File: config.mk
export PLATFORM = sky130hd
export DESIGN_NAME = task_dispatcher
export DESIGN_NICKNAME = d
export VERILOG_FILES = /design/src/rtl/alu_task_pkg.sv /design/src/rtl/task_dispatcher_fifo.sv /design/src/rtl/task_dispatcher.sv
export SDC_FILE = /design/constraint.sdc
export NUM_CORES = 1
export LEC_CHECK = 0
export ABC_CLOCK_PERIOD_IN_PS = 4050
export CAP_MARGIN = 10
export CORE_MARGIN = 2
export CORE_UTILIZATION = 40
export DETAILED_ROUTE_END_ITERATION = 12
export HOLD_SLACK_MARGIN = 0.08
export PLACE_DENSITY = 0.58
export RECOVER_POWER = 50
export SYNTH_ARGS = -nofsm -noshare
export SYNTH_HDL_FRONTEND = slang
export SYNTH_SLANG_ARGS = --single-unit
File: constraint.sdc
create_clock -name clk -period 4.05 [get_ports clk]
set_input_delay 0.6075 -clock clk [delete_from_list [all_inputs] [get_ports clk]]
set_output_delay 0.6075 -clock clk [all_outputs]
set_load 0.01 [all_outputs]
File: src/rtl/alu_task_pkg.sv
// Shared opcode constants and dispatcher state encoding for the arithmetic task path.
// Reused by the task FSM and its bench.
package alu_task_pkg;

    localparam logic [1:0] OP_MUL  = 2'd0;
    localparam logic [1:0] OP_ADD  = 2'd1;
    localparam logic [1:0] OP_SUB  = 2'd2;
    localparam logic [1:0] OP_RSVD = 2'd3;

    typedef enum logic [1:0] {
        ST_IDLE  = 2'd0,
        ST_ISSUE = 2'd1,
        ST_WAIT  = 2'd2,
        ST_POP   = 2'd3
    } disp_state_e;

endpackage

File: src/rtl/task_dispatcher_fifo.sv
// Synchronous command FIFO with extra-MSB pointers; head entry is visible combinationally.
// full_nxt gives the full flag as it will be after this edge, for registered ready generation.
module cmd_fifo #(
    parameter int unsigned DW    = 18,
    parameter int unsigned DEPTH = 4
) (
    input  logic          clk,
    input  logic          reset,
    input  logic          push,
    input  logic          pop,
    input  logic [DW-1:0] din,
    output logic [DW-1:0] dout,
    output logic          full,
    output logic          empty,
    output logic          full_nxt
);

    localparam int unsigned AW = $clog2(DEPTH);

    logic [DW-1:0] mem [DEPTH];
    logic [AW:0]   wr_ptr;
    logic [AW:0]   rd_ptr;
    logic [AW:0]   wr_nxt;
    logic [AW:0]   rd_nxt;
    logic          do_push;
    logic          do_pop;

    function automatic logic is_full(input logic [AW:0] w, input logic [AW:0] r);
        return (w[AW] != r[AW]) && (w[AW-1:0] == r[AW-1:0]);
    endfunction

    assign do_push  = push && !full;
    assign do_pop   = pop && !empty;
    assign wr_nxt   = do_push ? wr_ptr + (AW+1)'(1) : wr_ptr;
    assign rd_nxt   = do_pop  ? rd_ptr + (AW+1)'(1) : rd_ptr;
    assign empty    = (wr_ptr == rd_ptr);
    assign full     = is_full(wr_ptr, rd_ptr);
    assign full_nxt = is_full(wr_nxt, rd_nxt);
    assign dout     = mem[rd_ptr[AW-1:0]];

    always_ff @(posedge clk or posedge reset) begin
        if (reset) begin
            wr_ptr <= '0;
            rd_ptr <= '0;
        end else begin
            wr_ptr <= wr_nxt;
            rd_ptr <= rd_nxt;
        end
    end

    always_ff @(posedge clk) begin
        if (do_push) begin
            mem[wr_ptr[AW-1:0]] <= din;
        end
    end

endmodule

File: src/rtl/task_dispatcher.sv
// Buffers arithmetic commands and issues them one at a time to the task FSM,
// holding each until done or timeout; counts completions and flags errors.
module task_dispatcher
    import alu_task_pkg::*;
#(
    parameter int unsigned WIDTH   = 8,
    parameter int unsigned DEPTH   = 4,
    parameter int unsigned TIMEOUT = 64
) (
    input  logic             clk,
    input  logic             reset,
    input  logic             cmd_valid,
    output logic             cmd_ready,
    input  logic [1:0]       cmd_opcode,
    input  logic [WIDTH-1:0] cmd_a,
    input  logic [WIDTH-1:0] cmd_b,
    output logic             task_valid,
    output logic [1:0]       task_opcode,
    output logic [WIDTH-1:0] task_a,
    output logic [WIDTH-1:0] task_b,
    input  logic             task_done,
    output logic             busy,
    output logic [15:0]      done_count,
    output logic             err_bad_op,
    output logic             err_timeout
);

    localparam int unsigned DW = 2 + 2 * WIDTH;
    localparam int unsigned TW = $clog2(TIMEOUT);
    localparam logic [TW-1:0] T_LAST = TW'(TIMEOUT - 1);

    disp_state_e   state;
    disp_state_e   state_nxt;
    logic [TW-1:0] timer;
    logic          xfer;
    logic          push;
    logic          bad;
    logic          pop;
    logic          load;
    logic          done_seen;
    logic          counted;
    logic          fifo_full;
    logic          fifo_empty;
    logic          fifo_full_nxt;
    logic [DW-1:0] fifo_din;
    logic [DW-1:0] fifo_head;

    assign xfer     = cmd_valid && cmd_ready;
    assign push     = xfer && (cmd_opcode != OP_RSVD);
    assign bad      = xfer && (cmd_opcode == OP_RSVD);
    assign fifo_din = {cmd_opcode, cmd_a, cmd_b};
    assign busy     = !fifo_empty || (state != ST_IDLE);

    cmd_fifo #(
        .DW    (DW),
        .DEPTH (DEPTH)
    ) u_fifo (
        .clk      (clk),
        .reset    (reset),
        .push     (push),
        .pop      (pop),
        .din      (fifo_din),
        .dout     (fifo_head),
        .full     (fifo_full),
        .empty    (fifo_empty),
        .full_nxt (fifo_full_nxt)
    );

    // err_timeout is decoded in the last WAIT cycle so done arriving in that same cycle can suppress it
    always_comb begin
        state_nxt   = state;
        task_valid  = 1'b0;
        err_timeout = 1'b0;
        pop         = 1'b0;
        load        = 1'b0;
        done_seen   = 1'b0;
        case (state)
            ST_IDLE: begin
                if (!fifo_empty) begin
                    state_nxt = ST_ISSUE;
                    load      = 1'b1;
                end
            end
            ST_ISSUE: begin
                task_valid = 1'b1;
                if (task_done) begin
                    state_nxt = ST_POP;
                    done_seen = 1'b1;
                end else begin
                    state_nxt = ST_WAIT;
                end
            end
            ST_WAIT: begin
                if (task_done) begin
                    state_nxt = ST_POP;
                    done_seen = 1'b1;
                end else if (timer == T_LAST) begin
                    state_nxt   = ST_POP;
                    err_timeout = 1'b1;
                end
            end
            ST_POP: begin
                pop       = 1'b1;
                state_nxt = ST_IDLE;
            end
            default: state_nxt = ST_IDLE;
        endcase
    end

    always_ff @(posedge clk or posedge reset) begin
        if (reset) begin
            state       <= ST_IDLE;
            timer       <= '0;
            counted     <= 1'b0;
            done_count  <= '0;
            cmd_ready   <= 1'b0;
            err_bad_op  <= 1'b0;
            task_opcode <= '0;
            task_a      <= '0;
            task_b      <= '0;
        end else begin
            state      <= state_nxt;
            counted    <= done_seen;
            cmd_ready  <= !fifo_full_nxt;
            err_bad_op <= bad;
            if (state == ST_ISSUE) begin
                timer <= '0;
            end else if (state == ST_WAIT) begin
                timer <= timer + TW'(1);
            end
            if (load) begin
                {task_opcode, task_a, task_b} <= fifo_head;
            end
            if ((state == ST_POP) && counted) begin
                done_count <= done_count + 16'd1;
            end
        end
    end

endmodule

# Word level (Yosys, flattened, before mapping)
# Memories as Yosys holds them, arrays and structs flattened. A register that Yosys moved wholly into a read port is not among the register bits.
# Index checks and enable logic that the tools add are counted.
[classes]
addsub = 4
n_eq_ne = 13
n_mux = 20
n_reduce_logical = 17
[ops]
columns = ["operator", "count"]
rows = [
  ["16-bit by 1-bit adder with 16-bit output, second input constant", 1],
  ["1-bit two-way mux", 12],
  ["6-bit two-way mux", 2],
  ["1-bit logical AND", 8],
  ["2-bit case mux with 4 select lines", 1],
  ["3-bit by 1-bit adder with 3-bit output, second input constant", 2],
  ["6-bit by 1-bit adder with 6-bit output, second input constant", 1],
  ["2-bit == test, second input constant", 3],
  ["6-bit == test, second input constant", 1],
  ["2-bit two-way mux", 3],
  ["3-bit two-way mux", 2],
  ["2-bit == test", 2],
  ["2-bit inequality test, second input constant", 2],
  ["2-bit nonzero test", 2],
  ["3-bit == test", 1],
  ["1-bit logical NOT", 3],
  ["3-bit inequality test, second input constant", 1],
  ["2-bit by 1-bit == test with 1-bit output, second input constant", 1],
  ["2-bit logical NOT", 1],
  ["1-bit inequality test", 2],
  ["2-bit AND reduction", 1],
  ["2-bit OR reduction", 1],
  ["1-bit logical OR", 1],
]
[word_totals]
regBits = 33
ram_bits = 72
inputBits = 22
output_inout_bits = 39
wordCells = 63
mem_count = 1
[memory_table]
columns = ["memory", "depth", "width", "rd", "rd_clocked_by_memory_dff", "wr", "line_no", "text"]
rows = [
  ["u_fifo.mem", 4, 18, 1, 1, 1, "task_dispatcher_fifo.sv:20", "logic [DW-1:0] mem [DEPTH];"],
]

# Depth between registers and ports, before layout
[depth]
word_depth = 8
ltp_mapped = 6
ltp_nobuf = 6

# By module
# Synthesis repeated with hierarchy kept, for this count alone.
[hier_totals]
cells_unflattened = 309
area_unflattened_um2 = 5131.2
[by_module_without_submodules]
columns = ["mod", "instances", "cells_each", "area_each_um2", "seq_area_each_um2"]
rows = [
  ["cmd_fifo", 1, 153, 3168.0, 2312.2],
  ["task_dispatcher", 1, 156, 1963.1, 1126.1],
]

# Worst setup path after synthesis
# Ideal clock, no wire load.
[synth_timing]
path_type = "input to register"
from = "in cmd_opcode[0]"
to = "mem u_fifo.mem[0][0] (enable)"
setup_time_ns = 0.376
arrival_time_ns = 1.707
t_required_ns = 3.674
setup_slack_ns = 1.967
path_stages = 3
n_path_buf = 0
path_cell_list = "and2_1 -> a311oi_4 -> and2_1"
[synth_via]
elab_chain_len = 5
[synth_lines]
columns = ["element", "line_no", "text"]
rows = [
  ["start, declared", "task_dispatcher.sv:14", "input logic [1:0] cmd_opcode,"],
  ["2-bit inequality test", "task_dispatcher.sv:49", "assign push = xfer && (cmd_opcode != OP_RSVD);"],
  ["1-bit logical AND", "task_dispatcher.sv:49", ""],
  ["1-bit logical AND", "task_dispatcher_fifo.sv:32", "assign do_push = push && !full;"],
  ["1-bit two-way mux", "task_dispatcher_fifo.sv:52", "if (do_push) begin"],
  ["1-bit two-way mux (not written as such)", "task_dispatcher_fifo.sv:53", "mem[wr_ptr[AW-1:0]] <= din;"],
  ["end, declared", "task_dispatcher_fifo.sv:20", ""],
]
# Every way passes these cells.

# Worst setup path in the final report
[layout_timing]
from = "in cmd_opcode[0]"
to = "mem u_fifo.mem[2][2] (enable)"
# Same word-level chain as after synthesis.

==> metrics.csv <==
metric;value;unit
synthesis.nets;331;
final_cell_mix;edfxtp_1, dfrtp_1, clkdlybuf4s50_1;
rsz0062_at_grt;false;
path_class;in2reg;
die_y;116.2;um
clockBufferDepth;2;
antenna_found_initial;1;
vias_per_cell;4.795;
ys_warn_count;0;
post-cts-setup-buffer-count;0;
max-vdd-ir-drop;306.6;uV
seqPwrFrac;0.372;
synth-seq-area-share;0.6831;
grt_pass1_vias;2795;
arrival;3040;ps
grt_pass1_wl;14320;um
hold_class;reg2reg;
power_leakage;2.450;nW
p_per_area;775.8;mW/mm2
worstHoldStart;done_count[15];
worstSetupStartpointType;input port;
grt_max_degree;37;
combPwrFrac;0.311;
setup_tns;0;ps
clkPwrFrac;0.317;
placed_cells;527;
h-tree-depth;4;
drt_iter0_drc;138;
cp_max_fo;18;
cts_tree;yes;
grtUsageTotal;0.1458;
wl;8783;um
multi_input_area;0.001521;mm2
p_sw;0.001454;W
instances_no_fill;560;
nFillCells;1007;
swShare;0.2892;
crit_start;cmd_opcode[0];
max-slew-margin-rel;0.05084;
gp_congestion;0.7577;
crit_top_cell;and2_1;
core;0.01216;mm2
path_cells;dlygate4sd3_1 > and2_1 > a311oi_1 > and2_1;
timing.fmax;332.3;MHz
clock-sinks;123;
synth_edf_count;72;
worst_pin_slew;1422;ps
slowest_delay;870;ps
syn2layout_area_growth;28.76;%
finalCritPeriodShare;0.7430;
netlist_instances;297;
intPower;0.003574;W
io_pins;61;
finalHoldViolCount;0;
drv_slew;0;
cts_root_buf;clkbuf_16;
syn_area;0.005034;mm2
die_area;0.01350;mm2
clock_skew;5.868;ps
r2r_start;u_fifo.rd_ptr[0];
grt-ovfl-total;0;
synth.area.top_cells;edfxtp_1, dfrtp_1, mux4_2;
synth.ff_latch_count;123;
port_buffers;60;
rows;40;
antenna_left;0;
status;complete, no violations;
fin_crit;3009;ps
clkLatencyLatePin;410;ps
cap_violations;0;
cts-hold-fix-buffers;0;
yosysTopAreaCell;edfxtp_1;
fin_nets;412;
endpoint_kind;flop;
drcViolationCount;0;
die_w;116.2;um
final_common_cell;edfxtp_1;
synth_top_area_share;0.4295;
clkTransAtPathRegs;50;ps
cpMaxStageDelayCell;and2_1;
required;4080;ps
p_total;0.005028;W
cts_buffers;17;
finalSetupViolCount;0;
ys.flop_type;edfxtp_1;
cts.repair.resized;0;
vias;2685;
syn_avg_cell_area;16.95;um2
regArea;0.003438;mm2
rrSetupSlack;1140;ps
routedWlPerCell;15.68;um
dr.pass1.iters;5;
async_reset_ff_frac;0.4146;
dp_hpwl;5917;um
yosysUniqueCellTypes;39;
drive_gt1_frac;0.1944;
start_util;0.4139;
## cell type report
type | instances | share of cell area
clock buffers | 17 | 0.06564
repair buffers | 67 | 0.1002
clock inverters | 15 | 0.03147
well taps | 168 | 0.03243
inverters | 8 | 0.004633
multi-input cells | 161 | 0.2347
flip-flops and latches | 123 | 0.5305
diodes | 1 | 0.0003861
## path summary, 6_finish.rpt
| check | endpoint | depth (start not counted) |
|---|---|---|
| max in group asynchronous | task_a[2] | 3 |
| min in group asynchronous | done_count[15] | 2 |
| worst min-delay path | done_count[15] | 1 |
| worst max-delay path | u_fifo.mem[2][2] | 4 |
| worst max register to register | u_fifo.mem[2][2] | 3 |
| worst min register to register | done_count[15] | 1 |
## cell families after synthesis
logic type,synth area share
fa+ha+maj,0.02983
buf+inv,0.01118
simple gates,0.05717
flops,0.6831
compound gates,0.03033
mux,0.1345
xor+xnor,0.05394
## cell usage after synthesis (all sizes together) (4+ instances only)
library cell / n
and2: 8
a21oi: 4
nand2: 16
ha: 12
inv: 8
xnor2: 19
mux4: 18
dfrtp: 51
nor2: 10
buf: 4
nor3: 7
mux2: 22
xor2: 9
edfxtp: 72
nand3: 10
o21ai: 6
## routing by layer
layer,track usage,vias to the layer above,share of wire
li1,-,1277,-
met1,0.1830,1338,0.46
met2,0.2300,58,0.49
met3,0.05656,12,0.035
met4,0.05714,0,0.015
met5,0,-,0
## through the flow
step | hold slack, ps | setup slack [ps] | instance area [um2] | utilization
after floorplan | 478.1 | 1967 | 5034 | -
after global placement | 462.0 | 1041 | 5871 | 0.4827
after detailed placement | 466.9 | 996.2 | 5871 | 0.4827
after CTS | 477.8 | 1051 | 6500 | 0.5345
after global routing | 501.9 | 840.5 | 6481 | 0.5329
final | 473.2 | 1041 | 6481 | 0.5329
## registers in the layout, indices dropped and copies added (netlist names), 3 cells and up
register       flops
done_count        16
timer              6
task_b             8
u_fifo.rd_ptr      3
u_fifo.mem        72
u_fifo.wr_ptr      3
task_a             8
## critical path, delay by kind of cell
kind            cells  cell delay [ps]
simple gates        2             1080
compound gates      1              730
buf+inv             1              620
## power groups by stage
stage | sequential [W] | clock [W] | combinational, W
after detailed placement | 0.00190 | 0 | 0.00162
after global placement | 0.00189 | 0 | 0.00160
after CTS | 0.00188 | 0.00163 | 0.00163
after global routing | 0.00191 | 0.00169 | 0.00173
after floorplan | 0.00189 | 0 | 0.00106
final | 0.00187 | 0.00159 | 0.00157
Note: power is estimated with default switching activity, not from simulation.
